### src/rtl/mem_arbiter.sv
// rtl/mem_arbiter.sv - round-robin arbiter/sequencer for a single-port synchronous data memory
//
// Purpose:
//   Shares the one read/write port of a synchronous data memory between two
//   requesters. A request is granted in the same cycle it is presented.
//   When both requesters ask in the same cycle, the port that was not granted
//   most recently wins. Read data comes back one cycle after the grant.
//   Optional feature, macro MEM_ARB_INIT_CLEAR_EN: after every reset the block
//   writes zero to addresses 0..DEPTH-1. It accepts no traffic until that
//   zero-fill is done.
//
// Ports:
//   clk              rising-edge clock
//   rst              asynchronous active-high reset
//   ready            high while requests are accepted
//   p0_req/p1_req    request, held until granted
//   p0_we/p1_we      1 = write, 0 = read
//   p0_addr/p1_addr  request address
//   p0_wdata/p1_wdata write data
//   p0_gnt/p1_gnt    request accepted this cycle
//   p0_rvalid/p1_rvalid read data valid (one cycle after a read grant)
//   p0_rdata/p1_rdata read data (both carry mem_dataout)
//   mem_writeenable  memory write enable
//   mem_readenable   memory read enable
//   mem_address      memory address
//   mem_datain       memory write data
//   mem_dataout      registered read data from memory
module mem_arbiter #(
  parameter int DEPTH  = 128,
  parameter int ADDR_W = 32,
  parameter int DATA_W = 32
) (
  input  logic              clk,
  input  logic              rst,
  output logic              ready,
  input  logic              p0_req,
  input  logic              p0_we,
  input  logic [ADDR_W-1:0] p0_addr,
  input  logic [DATA_W-1:0] p0_wdata,
  output logic              p0_gnt,
  output logic              p0_rvalid,
  output logic [DATA_W-1:0] p0_rdata,
  input  logic              p1_req,
  input  logic              p1_we,
  input  logic [ADDR_W-1:0] p1_addr,
  input  logic [DATA_W-1:0] p1_wdata,
  output logic              p1_gnt,
  output logic              p1_rvalid,
  output logic [DATA_W-1:0] p1_rdata,
  output logic              mem_writeenable,
  output logic              mem_readenable,
  output logic [ADDR_W-1:0] mem_address,
  output logic [DATA_W-1:0] mem_datain,
  input  logic [DATA_W-1:0] mem_dataout
);

  // A zero-depth memory has nothing to clear or arbitrate for.
  generate
    if (DEPTH < 1) begin : g_bad_depth
      $error("mem_arbiter: DEPTH must be at least 1");
    end
  endgenerate

  logic       run;       // arbitration allowed this cycle
  logic       gnt0;
  logic       gnt1;
  logic       last_gnt;  // port granted most recently (1 = port 1)
  logic [1:0] rd_pend;   // bit n: port n was granted a read last cycle

`ifdef MEM_ARB_INIT_CLEAR_EN
  typedef enum logic {
    ST_INIT,
    ST_RUN
  } state_t;

  state_t            state;
  state_t            state_nx;
  logic [ADDR_W-1:0] clr_addr;
  logic [ADDR_W-1:0] clr_addr_nx;
  logic              clearing;

  always_ff @(posedge clk or posedge rst) begin
    if (rst) begin
      state    <= ST_INIT;
      clr_addr <= '0;
    end else begin
      state    <= state_nx;
      clr_addr <= clr_addr_nx;
    end
  end

  always_comb begin
    state_nx    = state;
    clr_addr_nx = clr_addr;
    if (state == ST_INIT) begin
      if (clr_addr == ADDR_W'(DEPTH - 1)) begin
        state_nx    = ST_RUN;
        clr_addr_nx = '0;
      end else begin
        clr_addr_nx = clr_addr + ADDR_W'(1);
      end
    end
  end

  // Reset has priority: these terms drop the moment rst rises.
  assign clearing = (state == ST_INIT) && !rst;
  assign run      = (state == ST_RUN) && !rst;
`else
  assign run = !rst;
`endif

  assign ready = run;

  // If only one port requests, that port wins.
  // If both request, the port that did not win last time wins.
  assign gnt0 = run && p0_req && (!p1_req || last_gnt);
  assign gnt1 = run && p1_req && (!p0_req || !last_gnt);

  assign p0_gnt = gnt0;
  assign p1_gnt = gnt1;

  always_comb begin
    mem_writeenable = 1'b0;
    mem_readenable  = 1'b0;
    mem_address     = '0;
    mem_datain      = '0;
    if (gnt0) begin
      mem_writeenable = p0_we;
      mem_readenable  = !p0_we;
      mem_address     = p0_addr;
      mem_datain      = p0_wdata;
    end else if (gnt1) begin
      mem_writeenable = p1_we;
      mem_readenable  = !p1_we;
      mem_address     = p1_addr;
      mem_datain      = p1_wdata;
    end
`ifdef MEM_ARB_INIT_CLEAR_EN
    // No grant can occur while clearing, so this override never collides.
    if (clearing) begin
      mem_writeenable = 1'b1;
      mem_address     = clr_addr;
      mem_datain      = '0;
    end
`endif
  end

  always_ff @(posedge clk or posedge rst) begin
    if (rst) begin
      last_gnt <= 1'b1;
      rd_pend  <= 2'b00;
    end else begin
      if (gnt0 || gnt1) begin
        last_gnt <= gnt1;
      end
      rd_pend <= {gnt1 && !p1_we, gnt0 && !p0_we};
    end
  end

  // The memory registers its read data, so the data lines up with rd_pend.
  assign p0_rvalid = rd_pend[0];
  assign p1_rvalid = rd_pend[1];
  assign p0_rdata  = mem_dataout;
  assign p1_rdata  = mem_dataout;

endmodule

### config.mk
export PLATFORM = sky130hd
export DESIGN_NAME = mem_arbiter
export DESIGN_NICKNAME = d
export VERILOG_FILES = /design/src/rtl/mem_arbiter.sv
export SDC_FILE = /design/constraint.sdc
export NUM_CORES = 1
export LEC_CHECK = 0
export ABC_AREA = 1
export CAP_MARGIN = 40
export CORE_AREA = 2 2 116 118
export CTS_BUF_LIST = sky130_fd_sc_hd__clkbuf_4 sky130_fd_sc_hd__clkbuf_8 sky130_fd_sc_hd__clkbuf_16
export CTS_CLUSTER_SIZE = 16
export DETAILED_ROUTE_END_ITERATION = 7
export DIE_AREA = 0 0 118 120
export PLACE_DENSITY = 0.68
export SYNTH_ARGS = -nofsm -noshare
export SYNTH_HDL_FRONTEND = slang
export SYNTH_SLANG_ARGS = --single-unit
### constraint.sdc
create_clock -name clk -period 1.2 [get_ports clk]
set_input_delay 0.24 -clock clk [delete_from_list [all_inputs] [get_ports clk]]
set_output_delay 0.24 -clock clk [all_outputs]
set_load 0.02 [all_outputs]
==> results.json <==
{
  "status": "finished, violations left",
  "violations": "setup timing",
  "holdWs_ns": 0.144,
  "slew_headroom": 0.782,
  "synthesis.area_sq_mm": 0.00168,
  "synth_area_per_cell_sq_um": 5.43,
  "grtUsageMet3": 0.0347,
  "holdCritPathClass": "input port to async pin",
  "gp_congestion": 0.716,
  "final_max_slew_viol_count": 0,
  "grt_overflow_total": 0,
  "fp.dieArea_sq_mm": 0.0142,
  "htree_levels": 1,
  "grt_pass1_vias": 2982,
  "yosysTopAreaCellShare": 0.392,
  "grt_pass1_wl_um": 16100,
  "die_x_um": 118,
  "syn_nets": 476,
  "power.density_mw_per_mm2": 604,
  "end_kind": "primary output",
  "cts_sinks": 3,
  "nets": 646,
  "clock-root-buffer": "clkbuf_16",
  "synth_top_cell_by_area": "nand3_1",
  "max_freq_mhz": 527,
  "grt.total_usage": 0.145,
  "vias": 2857,
  "antenna_found_initial": 0,
  "coreArea_sq_mm": 0.0130,
  "hold_viol_final": 0,
  "row_count": 42,
  "top_usage_layer": "met2",
  "cp.arrival_ns": 1.66,
  "die_h_um": 120,
  "drive_above_1_share": 0.562,
  "synthTopCellsByArea": "nand3_1 39%, buf_4 32%, nand2_1 16%, buf_2 3.3%, dfrtp_1 3.0%",
  "ant_nets": 0,
  "clk_pin_slew_worst_paths_ns": 0.03,
  "drv_cap": 0,
  "final_common_cell": "clkdlybuf4s50_1",
  "grt_util_met1": 0.160,
  "start_util": 0.130,
  "n_fill_cell": 1338,
  "finalSetupViolCount": 69,
  "start_kind": "register",
  "yosysWarnings": 0,
  "viasPerCell": 4.36,
  "finalCriticalPeriod_ns": 1.90,
  "cts_tree": "yes",
  "drt-wirelength-per-cell_um": 17.8,
  "worstMarginPinSlew_ns": 0.327,
  "dpl-instance-area_sq_mm": 0.00374,
  "io_buffers": 204,
  "ioPinCount": 301,
  "final_cell_mix": "130 x clkdlybuf4s50_1, 71 x buf_6, 67 x nand3_1",
  "cts_hold_buf": 0,
  "drt-pass1-iter-count": 6,
  "crit_required_ns": 0.96,
  "ff_latch_area_sq_um": 76.3,
  "dp_hpwl_um": 6690,
  "syn_inst": 310,
  "p_leak_nw": 2.14,
  "fin_ws_ns": -0.697,
  "seq_area_frac_synth": 0.0453,
  "critPathMaxFanout": 8,
  "use_met2": 0.264,
  "n_antenna_cell": 0,
  "synth_cell_types": 11,
  "drt_wl_total_um": 11700,
  "clk_latency_ns": 0.22,
  "rsz0062_at_grt": "true",
  "drtIter0Drc": 66,
  "cts_buffers": 3,
  "multiInputGateArea_sq_mm": 0.00158,
  "grt_max_degree": 31,
  "stdcell_area_sq_mm": 0.00498,
  "yosys_register_bits": 3,
  "remaining_drc_errors": 0,
  "clock_path_buffers": 2,
  "crit_type": "register to primary output",
  "finalPower_mw": 3.01,
  "areaGrowthSynthToFinish_pct": 196,
  "fin_skew_ns": 0.00157,
  "vdd_drop_max_uv": 546,
  "r2r_cells": 8,
  "post-route-period-util": 1.58
}
## cells in the mapped netlist, drive strengths merged
| library cell | n |
|---|---|
| inv | 10 |
| buf | 85 |
| dfrtp | 2 |
| nand3 | 132 |
| dfstp | 1 |
| nor2 | 2 |
| o21ai | 1 |
| nand2 | 70 |
| clkbuf | 7 |
## layer usage
layer  vias up  share of wire
li1       1307              -
met1      1338           0.38
met2       165           0.51
met3        47          0.078
met4         0          0.035
met5         -              0
## cells by family (layout without fill, tap and decap cells)
logic type	after synthesis	after routing	share of synthesized area
buffers and inverters	102	271	0.396
and+or+nand+nor	204	204	0.556
DFF	3	3	0.0453
AOI/OAI and AO/OA	1	1	0.00297
## final timing paths
kind	from	end	slack (ns)
worst max-delay path	last_gnt$_DFFE_PP1P_	mem_address[3]	-0.70
worst min-delay path	rst	rd_pend[0]$_DFF_PP0_	0.14
worst max register to register	last_gnt$_DFFE_PP1P_	last_gnt$_DFFE_PP1P_	-0.17
worst min register to register	last_gnt$_DFFE_PP1P_	last_gnt$_DFFE_PP1P_	0.65
max in group asynchronous	rst	last_gnt$_DFFE_PP1P_	0.87
min in group clk	mem_dataout[27]	p0_rdata[27]	0.48
## cell type report
type | count | share of cell area
inverters | 10 | 0.00804
well taps | 176 | 0.0442
clock buffers | 4 | 0.0166
multi-input cells | 205 | 0.317
repair buffers | 257 | 0.599
flip-flops and latches | 3 | 0.0153
## critical path, cell delays in order (launching register included)
cell and delay, ns:
dfstp_2 0.53, buf_6 0.11, nand2_8 0.05, buf_6 0.11, buf_8 0.13, buf_16 0.15, buf_6 0.12, nand3_2 0.06
nand2_2 0.05, buf_6 0.13
## stage by stage
| stage | setup TNS (ns) | cells | worst slack [ns] | utilization |
|---|---|---|---|---|
| final | -41.39 | 655 | -0.697 | 0.384 |
| after CTS | -41.94 | 653 | -0.780 | 0.352 |
| after floorplan | -5.25 | 310 | -0.137 | - |
| after global routing | -45.09 | 655 | -0.736 | 0.384 |
| after global placement | -68.68 | 611 | -1.04 | 0.289 |
| after detailed placement | -71.43 | 611 | -1.08 | 0.289 |
## where the power goes
group	leakage, nW	internal (mW)	switching, mW	total [mW]
Sequential	0.0376	0.113	0.00430	0.118
Clock	0.0416	0.460	0.0858	0.546
Combinational	2.06	1.28	1.06	2.34
## repair_timing
action,in CTS,in global routing
setup endpoints to repair,73,69
cloned,13,5
pin swaps,6,33
resized for setup,412,109
setup buffers,25,8
## sequential cells by signal, summed over array words and instances, names as in the netlist
signal,flops
last_gnt,1
rd_pend,2
Power figures use the tool's default switching activity.
